`config.mk`:
```
export PLATFORM = sky130hd
export DESIGN_NAME = fp_norm_round
export DESIGN_NICKNAME = d
export VERILOG_FILES = /design/src/rtl/fp_norm_round.sv
export SDC_FILE = /design/constraint.sdc
export NUM_CORES = 1
export LEC_CHECK = 0
export CAP_MARGIN = 40
export CORE_MARGIN = 4
export CORE_UTILIZATION = 25
export CTS_CLUSTER_SIZE = 30
export DETAILED_ROUTE_END_ITERATION = 10
export GPL_ROUTABILITY_DRIVEN = 1
export HOLD_SLACK_MARGIN = 0.02
export PLACE_DENSITY = 0.46
export SYNTH_ARGS = -nofsm -noshare
export SYNTH_HDL_FRONTEND = slang
export SYNTH_SLANG_ARGS = --single-unit
```
`constraint.sdc`:
```
create_clock -name clk -period 23.2 [get_ports clk]
set_clock_uncertainty 0.15 [all_clocks]
set_input_delay 6.96 -clock clk [delete_from_list [all_inputs] [get_ports clk]]
set_output_delay 6.96 -clock clk [all_outputs]
set_load 0.05 [all_outputs]
```
`src/rtl/fp_norm_round.sv`:
```
// fp_norm_round: iterative normalise, round-to-nearest-even and FP32 pack after the adder; `define FP_FLAGS_EN adds out_flags
module fp_norm_round #(
    parameter int SHIFT_STEP = 1
) (
    input  logic        clk,
    input  logic        rst_n,
    input  logic        in_valid,
    output logic        in_ready,
    input  logic        in_sign,
    input  logic        in_operator,
    input  logic [7:0]  in_exp,
    input  logic [27:0] in_mantis,
    input  logic        in_loss,
    output logic        out_valid,
    input  logic        out_ready,
    output logic [31:0] out_data
`ifdef FP_FLAGS_EN
    ,
    output logic [3:0]  out_flags
`endif
);
    typedef enum logic [1:0] {IDLE, NORM, ROUND, OUT} state_t;
    state_t      state_q, state_d;
    logic        sign_q, sign_d, op_q, op_d, loss_q, loss_d, valid_q, valid_d;
    logic [7:0]  exp_q, exp_d, sh, exp_field;
    logic [27:0] mant_q, mant_d;
    logic [31:0] data_q, data_d, res;
    logic [30:0] sum;
    logic [4:0]  lz;
    logic        found, g, s, ru, ovf;
`ifdef FP_FLAGS_EN
    logic [3:0]  flags_q, flags_d;
    assign out_flags = flags_q;
`endif
    assign in_ready  = state_q == IDLE;
    assign out_valid = valid_q;
    assign out_data  = data_q;
    // leading zeros of the working mantissa, used to cap each shift step
    always_comb begin
        lz    = 5'd0;
        found = 1'b0;
        for (int i = 27; i >= 0; i--) begin
            found = found | mant_q[i];
            lz    = lz + {4'd0, ~found};
        end
    end
    // shift this cycle = min(SHIFT_STEP, leading zeros, exp-1); exp-1 stops at the subnormal boundary
    always_comb begin
        sh = 8'(SHIFT_STEP);
        sh = ({3'd0, lz} < sh) ? {3'd0, lz} : sh;
        sh = (exp_q - 8'd1 < sh) ? exp_q - 8'd1 : sh;
    end
    // RNE on guard/sticky; the 31-bit add carries subnormal->normal and max-normal->infinity
    always_comb begin
        g         = mant_q[3];
        s         = |mant_q[2:0] | loss_q;
        ru        = g & (s | mant_q[4]);
        exp_field = mant_q[27] ? exp_q : 8'd0;
        sum       = {exp_field, mant_q[26:4]} + {30'd0, ru};
        ovf       = (exp_q == 8'hFF) || (sum[30:23] == 8'hFF);
        res       = ovf ? {sign_q, 8'hFF, 23'd0}
                  : {(mant_q == 28'd0 && !loss_q && op_q) ? 1'b0 : sign_q, sum};
    end
    // next-state and datapath updates for the IDLE/NORM/ROUND/OUT sequence
    always_comb begin
        state_d = state_q;
        sign_d  = sign_q;
        op_d    = op_q;
        loss_d  = loss_q;
        exp_d   = exp_q;
        mant_d  = mant_q;
        valid_d = valid_q;
        data_d  = data_q;
`ifdef FP_FLAGS_EN
        flags_d = flags_q;
`endif
        case (state_q)
            IDLE: if (in_valid) begin
                state_d = NORM;
                sign_d  = in_sign;
                op_d    = in_operator;
                loss_d  = in_loss;
                exp_d   = in_exp;
                mant_d  = in_mantis;
            end
            NORM: if (exp_q == 8'hFF || mant_q == 28'd0 || mant_q[27] || exp_q <= 8'd1)
                state_d = ROUND;
            else begin
                mant_d = mant_q << sh;
                exp_d  = exp_q - sh;
            end
            ROUND: begin
                state_d = OUT;
                valid_d = 1'b1;
                data_d  = res;
`ifdef FP_FLAGS_EN
                flags_d = {g | s, ovf, !ovf && sum[30:23] == 8'd0 && (g | s), !ovf && sum == 31'd0};
`endif
            end
            OUT: if (out_ready) begin
                state_d = IDLE;
                valid_d = 1'b0;
            end
        endcase
    end
    // state and registered outputs, async active-low reset
    always_ff @(posedge clk or negedge rst_n) begin
        if (!rst_n) begin
            state_q <= IDLE;
            sign_q  <= 1'b0;
            op_q    <= 1'b0;
            loss_q  <= 1'b0;
            exp_q   <= 8'd0;
            mant_q  <= 28'd0;
            valid_q <= 1'b0;
            data_q  <= 32'd0;
`ifdef FP_FLAGS_EN
            flags_q <= 4'd0;
`endif
        end else begin
            state_q <= state_d;
            sign_q  <= sign_d;
            op_q    <= op_d;
            loss_q  <= loss_d;
            exp_q   <= exp_d;
            mant_q  <= mant_d;
            valid_q <= valid_d;
            data_q  <= data_d;
`ifdef FP_FLAGS_EN
            flags_q <= flags_d;
`endif
        end
    end
endmodule

```
==> summary by stage, run 1 <==
Route
In the final routed layout, each cell accounts on average for around 21 um. The detail route stage leaves a number of antenna-violating nets equal to 0. For this block, the routed nets add up to 27200 um of wire. The first-iteration detailed-routing DRC count is ~770. Across all layers, the routed design uses 6948 vias. The number of DRC violations after detailed routing is 0. The number of optimization iterations in the first detailed-route pass is 5.

Dividing the detail-routed via count by the number of cells gives about 5.4.

Synthesis
The mean instance size in the synthesized netlist is 8.14 sq um. The multiplexer share of the synthesized area is 0.0621. The share of synthesized area in the top cell type comes to 0.261. Of the total synthesized cell area, the portion taken by XOR and XNOR cells is 0.0469.

The biggest area consumer among synthesized cells is sky130_fd_sc_hd__dfrtp_1. Of the total synthesized cell area, the portion taken by AND, OR, NAND and NOR gates is 0.211. Of all flip-flops after synthesis, the portion carrying an async set or reset was 1.00. The share of the Yosys chip area taken by registers is 0.261. The combined area of all synthesized cells is a little over 0.007 sq mm.

Counting flops and latches in the post-synthesis netlist gives between 70 and 80. Among all flip-flop cells after synthesis, the most frequent one is sky130_fd_sc_hd__dfrtp_1. The distinct cell type count of the synthesized netlist is about 90. The area share of fa/ha/maj cells after synthesis is 0.101. In this run, synthesis inferred 0 flip-flops with an integrated enable. During synthesis, Yosys emitted a total of 0 warnings. The share of the synthesized area in compound gates (AO/OA/AOI/OAI) is 0.234. Synthesis produced a netlist whose cell count is between 800 and 900.

Sorting the synthesized cells by how often they occur yields 74 x sky130_fd_sc_hd__dfrtp_1, 71 x sky130_fd_sc_hd__nand2_1, 65 x sky130_fd_sc_hd__nor2_1. Yosys attributes the largest share of cell area to sky130_fd_sc_hd__dfrtp_1 26%, sky130_fd_sc_hd__fa_1 5.6%, sky130_fd_sc_hd__ha_1 4.4%. The dominant combinational cell family by area after synthesis is compound AO/OA/AOI/OAI gates. The most common cell in the synthesized netlist is sky130_fd_sc_hd__dfrtp_1.

Setup path
STA puts the critical path data arrival time at approximately 11 ns. On the critical path, the stage with the largest delay is an instance of sky130_fd_sc_hd__o31ai_1. The critical path class is reg2reg. The cell that appears most often on the critical path is sky130_fd_sc_hd__fa_1.

The data required time of the critical path is ~23 ns. The launching element type of the critical path is a flop. Along the worst path, the maximum fanout reaches 28. For this run, the slowest stage of the critical path takes roughly 0.83 ns. STA classifies the critical path endpoint as a flop.

GRT
The global-route usage over all layers is 0.173. The via count of the first global-routing pass came to just under 7000. The total congestion overflow after global routing is 0. The global routing usage on met1 is 0.253. After global routing, the most crowded layer is met2. The wire length of the first global-routing pass is ~42000 um. The met2 layer usage reported by global route is 0.258. Entering global routing, the biggest net connects 41 pins. The number of antenna violations at the first check in global routing is 0. For met3 alone, demand over resource in global routing was 0.0332.

Timing
Setup repair after global routing left no endpoint under its margin. Measured against its own limit, the worst slew margin works out to 0.372. Static timing analysis puts the maximum clock frequency at roughly 94 MHz. At the pin with the least slew margin, the transition time is 0.934 ns. The number of pins with negative max-slew slack in the final report came to 0. The final number of setup-violating endpoints is 0. The number of hold-slack violations in the final timing report came to 0.

The worst path needs 10.60 ns of the cycle, external delays included. In the finished design, the share of the clock period the worst path needs comes to 0.457. The post-route setup TNS is 0 ns.

Min path
The tightest min-delay check is of the reg2reg type.

Placed design
Summed over all nets, the half-perimeter wirelength after detailed placement is between 20000 and 25000 um. The weighted congestion at the end of routability-driven global placement is just over 0.9. In this run the cell area measured after placement is 0.00820 sq mm. The count of buffers added on input and output ports is 76.

Final layout
The area added between synthesis and finish is 20.0%. Summing all non-filler instances in the final layout gives an area of about 0.0085 sq mm. The share of post-route cells with drive strength above 1 is 0.0961. The number of antenna diodes in the final layout is 0. After the last flow step, the layout net total stands at about 1000.

Clock tree
The TritonCTS clock tree is done. The clock tree synthesis step divided the H-tree into 3 levels. The quantity of hold-fixing buffers added after cts is 0. The number of buffers inserted by post-CTS setup repair is 0. The total clock buffers created by CTS is 9. The number of instances resized during post-cts repair is 0. The worst-skew pair later-pin latency is ~0.34 ns. The maximum root-to-sink buffer count is 2. CTS placed an instance of sky130_fd_sc_hd__clkbuf_16 at the clock tree root. The clock input transition at the sequential cells of the worst setup and hold paths is around 0.060 ns.

The number of sinks driven by the clock tree is 74.

Outcome
The flow ran to the end, and the final reports show no timing, DRC or antenna violations.

Floorplan
Row generation in the floorplan step produced 61 rows. The die covers approximately 0.031 sq mm. The core region is 0.0279 sq mm. During I/O placement, the number of pins put on the boundary was 77. The die outline height is roughly 180 um. The effective utilization at floorplan is 0.254. The die is around 180 um wide.

Flow run
The max capacitance violation total is 0.
## cell type report
class                   count  area, sq um
clock inverters             4         50.0
multi-input cells         665         4660
inverters                  67          256
well taps                 378          473
clock buffers              12          256
flip-flops and latches     74         1850
repair buffers             94          957
fillers                  3030        19400
## metal layers
metal / vias to the layer above / share of wire
met5: - / 0
met4: 0 / 0.035
met3: 67 / 0.072
met2: 324 / 0.42
met1: 3344 / 0.47
li1: 3213 / -
## metrics by stage
step | hold WS [ns] | util | instances | worst slack, ns
after CTS | 0.352 | 0.305 | 1294 | 12.68
after floorplan | 0.324 | - | 874 | 13.68
after global placement | 0.335 | 0.290 | 1271 | 12.85
after global routing | 0.375 | 0.305 | 1294 | 12.04
final | 0.346 | 0.305 | 1294 | 12.60
after detailed placement | 0.338 | 0.294 | 1278 | 12.70
## layout by cell type, fill, tap and decap left out, types with 20 or more instances in the layout
master	n
sky130_fd_sc_hd__a21oi_1	50
sky130_fd_sc_hd__mux2i_1	26
sky130_fd_sc_hd__xnor2_1	23
sky130_fd_sc_hd__clkdlybuf4s50_1	75
sky130_fd_sc_hd__nand2_1	71
sky130_fd_sc_hd__nor2_1	65
sky130_fd_sc_hd__fa_1	20
sky130_fd_sc_hd__o21ai_0	40
sky130_fd_sc_hd__o22ai_1	38
sky130_fd_sc_hd__nand3_1	37
sky130_fd_sc_hd__ha_1	25
sky130_fd_sc_hd__dfrtp_1	74
sky130_fd_sc_hd__inv_1	61
## worst paths after layout
check                                         start                        to  slack [ns]  depth (start not counted)
min in group asynchronous                     rst_n      exp_q[3]$_DFFE_PN0P_        6.43                          1
hold reg to reg            out_data[24]$_DFFE_PN0P_  out_data[24]$_DFFE_PN0P_        0.35                          1
max in group asynchronous                     rst_n    mant_q[11]$_DFFE_PN0P_       15.87                          2
hold / removal             out_data[24]$_DFFE_PN0P_  out_data[24]$_DFFE_PN0P_        0.35                          1
setup reg to reg             mant_q[27]$_DFFE_PN0P_      exp_q[7]$_DFFE_PN0P_       12.60                         34
setup / recovery             mant_q[27]$_DFFE_PN0P_      exp_q[7]$_DFFE_PN0P_       12.60                         34
## cells by family (layout without fill, tap and decap cells)
kind of cell / Yosys count / in the layout
other: 1 / 4
muxes: 42 / 42
adders and majority gates: 45 / 45
AOI/OAI and AO/OA: 252 / 252
buffers and inverters: 135 / 177
and+or+nand+nor: 284 / 284
DFF: 74 / 74
xor gates and xnor gates: 38 / 38
## state kept, by name, summed over array words and instances (netlist names)
register and count:
mant_q 28, sign_q 1, op_q 1, out_valid 1, state_q 2, loss_q 1, out_data 32, exp_q 8
## worst max-delay path, delay by kind of cell (launching register included)
kind / cells / cell delay (ns)
adders and majority gates: 9 / 3.67
and+or+nand+nor: 13 / 3.47
AOI/OAI and AO/OA: 6 / 1.78
buffers and inverters: 4 / 0.65
DFF: 1 / 0.53
xor gates and xnor gates: 1 / 0.14
muxes: 1 / 0.14
Power of run 1 is not shown: default switching activity piles up to over one toggle a cycle in this logic, so the estimate is an artifact.
==> inputs of run 2 (changes only) <==
==> constraint.sdc (replaced) <==
create_clock -name clk -period 10.3 [get_ports clk]
set_clock_uncertainty 0.15 [all_clocks]
set_input_delay 3.09 -clock clk [delete_from_list [all_inputs] [get_ports clk]]
set_output_delay 3.09 -clock clk [all_outputs]
set_load 0.05 [all_outputs]
==> summary by stage, run 2 (synthesized netlist as in run 1, its figures left out) <==
Route
The average routed wire per standard cell is ~21 um. The total detailed-routing wirelength is roughly 28000 um. Summing over every cut layer, the via total after detailed routing is between 6000 and 7000.

Once detail routing completed, the nets flagged for antenna violations numbered 0. The first TritonRoute pass finished after 5 iterations. After detailed routing, the number of vias per cell comes to 5.32. After the first detailed-routing iteration, the DRC count stood at 853. After detailed routing, the number of remaining DRC violations is 0.

Setup path
The capturing point of the worst reg2reg path is exp_q[7]$_DFFE_PN0P_. The cell type with the highest occurrence count on the critical path is sky130_fd_sc_hd__fa_1. The reg-to-reg critical path startpoint is mant_q[25]$_DFFE_PN0P_. The worst register-to-register path has a depth of 34. The largest individual stage delay along the critical path comes from the cell sky130_fd_sc_hd__or4_4. The setup slack of the most critical reg-to-reg path is just under 0.6 ns. The launching element type of the critical path is a flop. Data arrives at the worst endpoint at 9.79 ns. The worst-path maximum fanout is 27.

The largest incremental delay on the critical path is between 0.5 and 0.6 ns. The kind of capture point of the worst setup path is a flop. The data required time of the critical path is a little over 10 ns. The critical path class is reg2reg.

Timing
The worst path needs roughly 9.7 ns of the cycle, external delays included. For this run, the top clock speed supported by timing is 103 MHz. Final hold analysis gives a worst-case slack of 0.345 ns. For the pin with the worst max-slew slack, the measured transition is approximately 0.82 ns. The worst pin sits at a relative slew slack of 0.452. The number of pins with negative max-slew slack in the final report is 0.

Setup repair after global routing left no endpoint under its margin. The number of hold-slack violations in the final timing report is 0. Of the available clock period, the critical path in the final layout requires 0.944. The post-route setup TNS is 0 ns. Setup violations remaining at the end of the flow were counted as 0.

Floorplan
The core box area is approximately 0.028 sq mm. The number of top-level pins is 77. The initial utilization of the core area, before any placement, comes to 0.254. The die outline area is 0.0311 sq mm. The width of the die is approximately 180 um.

The cell row count is around 60. The floorplan step set the die height to ~180 um.

Final layout
The post-route cell area is about 0.0086 sq mm. From synthesis to final layout, the design area changed by 21.0%. The register with the most flip-flops in the layout has 32 of them. At the end of the flow, the number of nets in the layout was a little over 1000. The filler cell count in the final layout is approximately 3000.

Of the cells placed in the final design, the portion with a size suffix greater than 1 is 0.116. The library cell used most frequently in the layout, excluding fill and tap cells, is sky130_fd_sc_hd__clkdlybuf4s50_1. In the layout the commonest cells are 75 x sky130_fd_sc_hd__clkdlybuf4s50_1, 74 x sky130_fd_sc_hd__dfrtp_1, 71 x sky130_fd_sc_hd__nand2_1.

GRT
The global routing stage identified its most utilized layer as met2. The via count of the first global-routing pass is 6920. For met1 alone, demand over resource in global routing was 0.260. The number of antenna violations at the first check in global routing was 0.

Global routing finished with a remaining overflow of 0. The global-route usage over all layers is 0.178. For this run, global-route usage on met3 was measured as 0.0332.

For met2 alone, demand over resource in global routing was 0.265. The maximum number of pins on one net before global-route repair is 52. The wire length of the first global-routing pass is ~43000 um.

Placed design
Summing all placed instances gives a cell area of ~0.0083 sq mm. The congestion estimate from routability-driven global placement came to about 0.95. The HPWL after detailed placement is between 20000 and 25000 um. The count of buffers inserted at the top-level ports is 76.

Clock tree
The later pin in the worst-skew pair is clocked with a latency of about 0.35 ns. TritonCTS built the clock tree. The quantity of hold-fixing buffers added after cts is 0. The root buffer cell chosen for the clock tree is sky130_fd_sc_hd__clkbuf_16. Clock-pin slew was measured on the worst setup and hold paths at 0.06 ns. The maximum root-to-sink buffer count is 2. The total clock buffers created by CTS is 9. The clock drives 74 sinks. The H-tree depth is 3.

Min path
The worst hold path endpoint is out_data[23]$_DFFE_PN0P_. The start point of the worst min-delay path is out_data[23]$_DFFE_PN0P_. The worst hold path belongs to the class reg2reg. Counting instances, the worst hold path has a depth of 1.

Flow run
The tool flagged a number of max-cap violations equal to 0.

Outcome
The flow ran to the end, and the final reports show no timing, DRC or antenna violations.
==> run 2: changes by cell type in the layout (fill, tap and decap cells not counted), sizes merged <==
| cell | previous run | this run |
|---|---|---|
| buf | 18 | 37 |
| clkbuf | 12 | 10 |
| clkinv | 2 | 4 |
| clkdlybuf4s15 | 1 | 0 |
| clkinvlp | 2 | 1 |
| diode | 0 | 1 |
| inv | 66 | 67 |
==> run 2: per-layer routing <==
layer / vias to the layer above / part of all wire / routed length [um]
met5: - / 0 / 0
met4: 0 / 0.029 / 810
met1: 3388 / 0.47 / 13100
met3: 48 / 0.064 / 1780
li1: 3255 / - / -
met2: 296 / 0.44 / 12200
==> run 2: worst max path at each step <==
stage | from | end | slack [ns] | depth (start not counted)
global placement | mant_q[25]$_DFFE_PN0P_ | exp_q[6]$_DFFE_PN0P_ | 0.54 | 34
finish | mant_q[25]$_DFFE_PN0P_ | exp_q[7]$_DFFE_PN0P_ | 0.58 | 34
floorplan | mant_q[25]$_DFFE_PN0P_ | exp_q[7]$_DFFE_PN0P_ | 0.78 | 34
CTS | mant_q[25]$_DFFE_PN0P_ | exp_q[7]$_DFFE_PN0P_ | 0.35 | 34
global route | mant_q[25]$_DFFE_PN0P_ | exp_q[7]$_DFFE_PN0P_ | 0.006 | 34
detailed placement | mant_q[25]$_DFFE_PN0P_ | exp_q[7]$_DFFE_PN0P_ | 0.37 | 34
==> run 2: layout make-up <==
cell class              count  area, sq um  area share
flip-flops and latches     74         1850       0.216
repair buffers            112         1030       0.120
well taps                 378          473      0.0551
diodes                      1         2.50    0.000292
multi-input cells         665         4660       0.543
inverters                  67          256      0.0299
clock inverters             6         65.1     0.00758
clock buffers              10          239      0.0279
==> run 2: per-stage QoR <==
step	setup slack, ns	utilization	instances
global route	0.00576	0.308	1312
detailed placement	0.375	0.297	1296
CTS	0.353	0.308	1312
finish	0.582	0.308	1313
floorplan	0.781	-	874
global placement	0.538	0.296	1293
==> run 2: timing repair <==
action                     in CTS  in global routing
setup buffers                   0                  0
resized for setup               0                  1
setup endpoints to repair       0                  3
==> run 2: critical path, delay by kind of cell (launching register included) <==
family	cells	cell delay, ns
XOR/XNOR	1	0.35
AND/OR/NAND/NOR	13	3.23
AO/OA/AOI/OAI	6	1.26
adder cells (fa/ha/maj)	9	3.55
multiplexers	1	0.18
flip-flops	1	0.46
buffers and inverters	4	0.40
Power of run 2 is left out for the same reason.
==> inputs of run 3 (changes only) <==
--- a/config.mk
+++ b/config.mk
@@ -7,12 +7,12 @@
 export LEC_CHECK = 0
 export CAP_MARGIN = 40
 export CORE_MARGIN = 4
-export CORE_UTILIZATION = 25
+export CORE_UTILIZATION = 35
 export CTS_CLUSTER_SIZE = 30
 export DETAILED_ROUTE_END_ITERATION = 10
 export GPL_ROUTABILITY_DRIVEN = 1
 export HOLD_SLACK_MARGIN = 0.02
-export PLACE_DENSITY = 0.46
+export PLACE_DENSITY = 0.58
 export SYNTH_ARGS = -nofsm -noshare
 export SYNTH_HDL_FRONTEND = slang
 export SYNTH_SLANG_ARGS = --single-unit
==> summary by stage, run 3 (synthesized netlist as in run 1, its figures left out) <==
Timing
For the final routed database, the setup TNS stands at 0 ns. The number of pins with negative max-slew slack in the final report is 0. Static timing analysis puts the maximum clock frequency at slightly above 100 MHz.

The post-route fraction of the period consumed by the critical path is 0.953. The final critical delay including setup and external delays is around 9.8 ns. At the pin with the least slew margin, the transition time is roughly 0.85 ns. The number of hold-slack violations in the final timing report came to 0. The final number of setup-violating endpoints is 0. The worst-case headroom to the max-slew limit is 0.432.

Route
In the routed design, unresolved DRC markers number 0. The first routing iteration left a little under 800 violations. The via count normalized by instance count is 5.88. Dividing the detail-routed wire length by the instance count gives between 20 and 25 um. In this run the remaining antenna-violating nets after routing total 0. Summed over all layers, the routed wires come to 25200 um. The number of optimization iterations in the first detailed-route pass is 5. The total via count after detailed routing is roughly 7000.

Setup path
Of all nets on the critical path, the largest fanout is 7. The worst setup path is captured at a flop. The most critical setup path has its startpoint at mant_q[25]$_DFFE_PN0P_.

The path depth of the worst reg2reg path is 30. The most critical setup path has its endpoint at mant_q[26]$_DFFE_PN0P_. The worst setup path is launched from a flop. The reg-to-reg critical path startpoint is mant_q[25]$_DFFE_PN0P_. The endpoint identified for the worst register-to-register timing path is mant_q[26]$_DFFE_PN0P_. The largest single stage delay on the critical path is between 0.7 and 0.8 ns. For the worst setup path, the data required time is approximately 10 ns. The slowest stage of the critical path belongs to the cell sky130_fd_sc_hd__a2111oi_0. The setup slack of the most critical reg-to-reg path is 0.49 ns. The critical path class is reg2reg. The cell that appears most often on the critical path is sky130_fd_sc_hd__fa_1. The arrival time reported for the critical path endpoint is just under 10 ns.

Floorplan
The floorplan step defined a core boundary enclosing between 0.015 and 0.02 sq mm. The width of the die is roughly 150 um. The cell row count is 51.

The die covers between 0.02 and 0.025 sq mm. The effective utilization at floorplan is 0.360. The floorplan step set the die height to between 150 and 200 um.

The number of top-level pins is 77.

Flow run
The max capacitance violation total is 0.

Final layout
With fillers left out, the area of the finished cells amounts to ~0.0084 sq mm. Fill cells in the final layout number 2002. Relative to the synthesized area, the layout overhead comes to 19.1%.

The net total in the final layout is ~1000. The library cells used most frequently in the layout, excluding fill and tap cells, are 75 x sky130_fd_sc_hd__clkdlybuf4s50_1, 74 x sky130_fd_sc_hd__dfrtp_1, 71 x sky130_fd_sc_hd__nand2_1. The share of post-route cells with drive strength above 1 is 0.112.

Leaving out fill and tap cells, the most frequent cell in the layout is sky130_fd_sc_hd__clkdlybuf4s50_1. The flip-flop count of the largest register, all copies and words added is 32. The number of inserted diodes is 0.

Placed design
The congestion estimate from routability-driven global placement came to around 0.99. The HPWL after detailed placement is roughly 19000 um. The area after detailed placement is 0.00811 sq mm. Input and output buffers added on the ports amount to 76.

GRT
The total congestion overflow after global routing is 0. The first global-routing pass estimated between 30000 and 40000 um of wire. The global-route usage over all layers is 0.223.

The via count of the first global-routing pass was roughly 6800. Entering global routing, the biggest net connects 47 pins. The number of antenna violations at the first check in global routing was 0.

Clock tree
TritonCTS built the clock tree. The total clock buffers created by CTS is 9. The maximum root-to-sink buffer count is 2. The number of sinks driven by the clock tree is 74. The tree is rooted in a sky130_fd_sc_hd__clkbuf_16.

For the worst-skew pair, the clock arrives at the later sink with an insertion delay of ~0.33 ns. The H-tree depth is 3. The clock input transition at the sequential cells of the worst setup and hold paths is around 0.07 ns.

Min path
The worst hold path belongs to the class reg2reg.

Outcome
The flow ran to the end, and the final reports show no timing, DRC or antenna violations.
==> run 3: cell types whose count changed in the layout (fill, tap and decap cells not counted), sizes merged <==
cell           change
buf                -6
bufinv             +1
clkbuf             -1
clkdlybuf4s15      +1
clkinv             -1
diode              -1
==> run 3: stage by stage <==
stage	hold WS, ns	setup slack, ns	cells	util
after floorplan	0.324	0.781	874	-
after global placement	0.335	0.621	1172	0.408
after detailed placement	0.342	0.363	1176	0.411
after CTS	0.357	0.373	1191	0.427
after global routing	0.366	-0.0134	1193	0.428
final	0.350	0.485	1193	0.428
==> run 3: how the worst min path moves through the flow <==
stage / from / to / slack (ns) / depth (start not counted)
2_1_floorplan: sign_q$_DFFE_PN0P_ / sign_q$_DFFE_PN0P_ / 0.32 / 1
3_3_place_gp: out_data[28]$_DFFE_PN0P_ / out_data[28]$_DFFE_PN0P_ / 0.33 / 1
3_5_place_dp: out_data[25]$_DFFE_PN0P_ / out_data[25]$_DFFE_PN0P_ / 0.34 / 1
4_1_cts: out_data[29]$_DFFE_PN0P_ / out_data[29]$_DFFE_PN0P_ / 0.36 / 1
5_1_grt: out_data[29]$_DFFE_PN0P_ / out_data[29]$_DFFE_PN0P_ / 0.37 / 1
6_report: out_data[29]$_DFFE_PN0P_ / out_data[29]$_DFFE_PN0P_ / 0.35 / 1
==> run 3: layout make-up <==
| cell class | count | area [sq um] | area share |
|---|---|---|---|
| sequential | 74 | 1850 | 0.219 |
| tap | 265 | 332 | 0.0393 |
| timing repair buffer | 107 | 1020 | 0.121 |
| clock inverter | 6 | 90.1 | 0.0107 |
| clock buffer | 9 | 225 | 0.0267 |
| inverter | 67 | 256 | 0.0304 |
| multi-input combinational | 665 | 4670 | 0.553 |
==> run 3: worst max-delay path, delay by kind of cell, from the launching register on <==
kind / cells / cell delay (ns)
xor gates and xnor gates: 1 / 0.39
DFF: 1 / 0.47
AOI/OAI and AO/OA: 6 / 1.71
and+or+nand+nor: 11 / 3.18
adders and majority gates: 8 / 3.37
buffers and inverters: 4 / 0.41
==> run 3: routing by layer <==
metal,track usage,part of all wire
met5,0,0
met4,0.0663,0.030
met3,0.0367,0.082
met2,0.344,0.45
met1,0.320,0.44
==> run 3: what timing repair did <==
action	4_1_cts	5_1_grt
hold buffers	0	0
setup endpoints to repair	0	7
setup buffers	0	2
resized for setup	0	3
Power of run 3 is left out for the same reason.
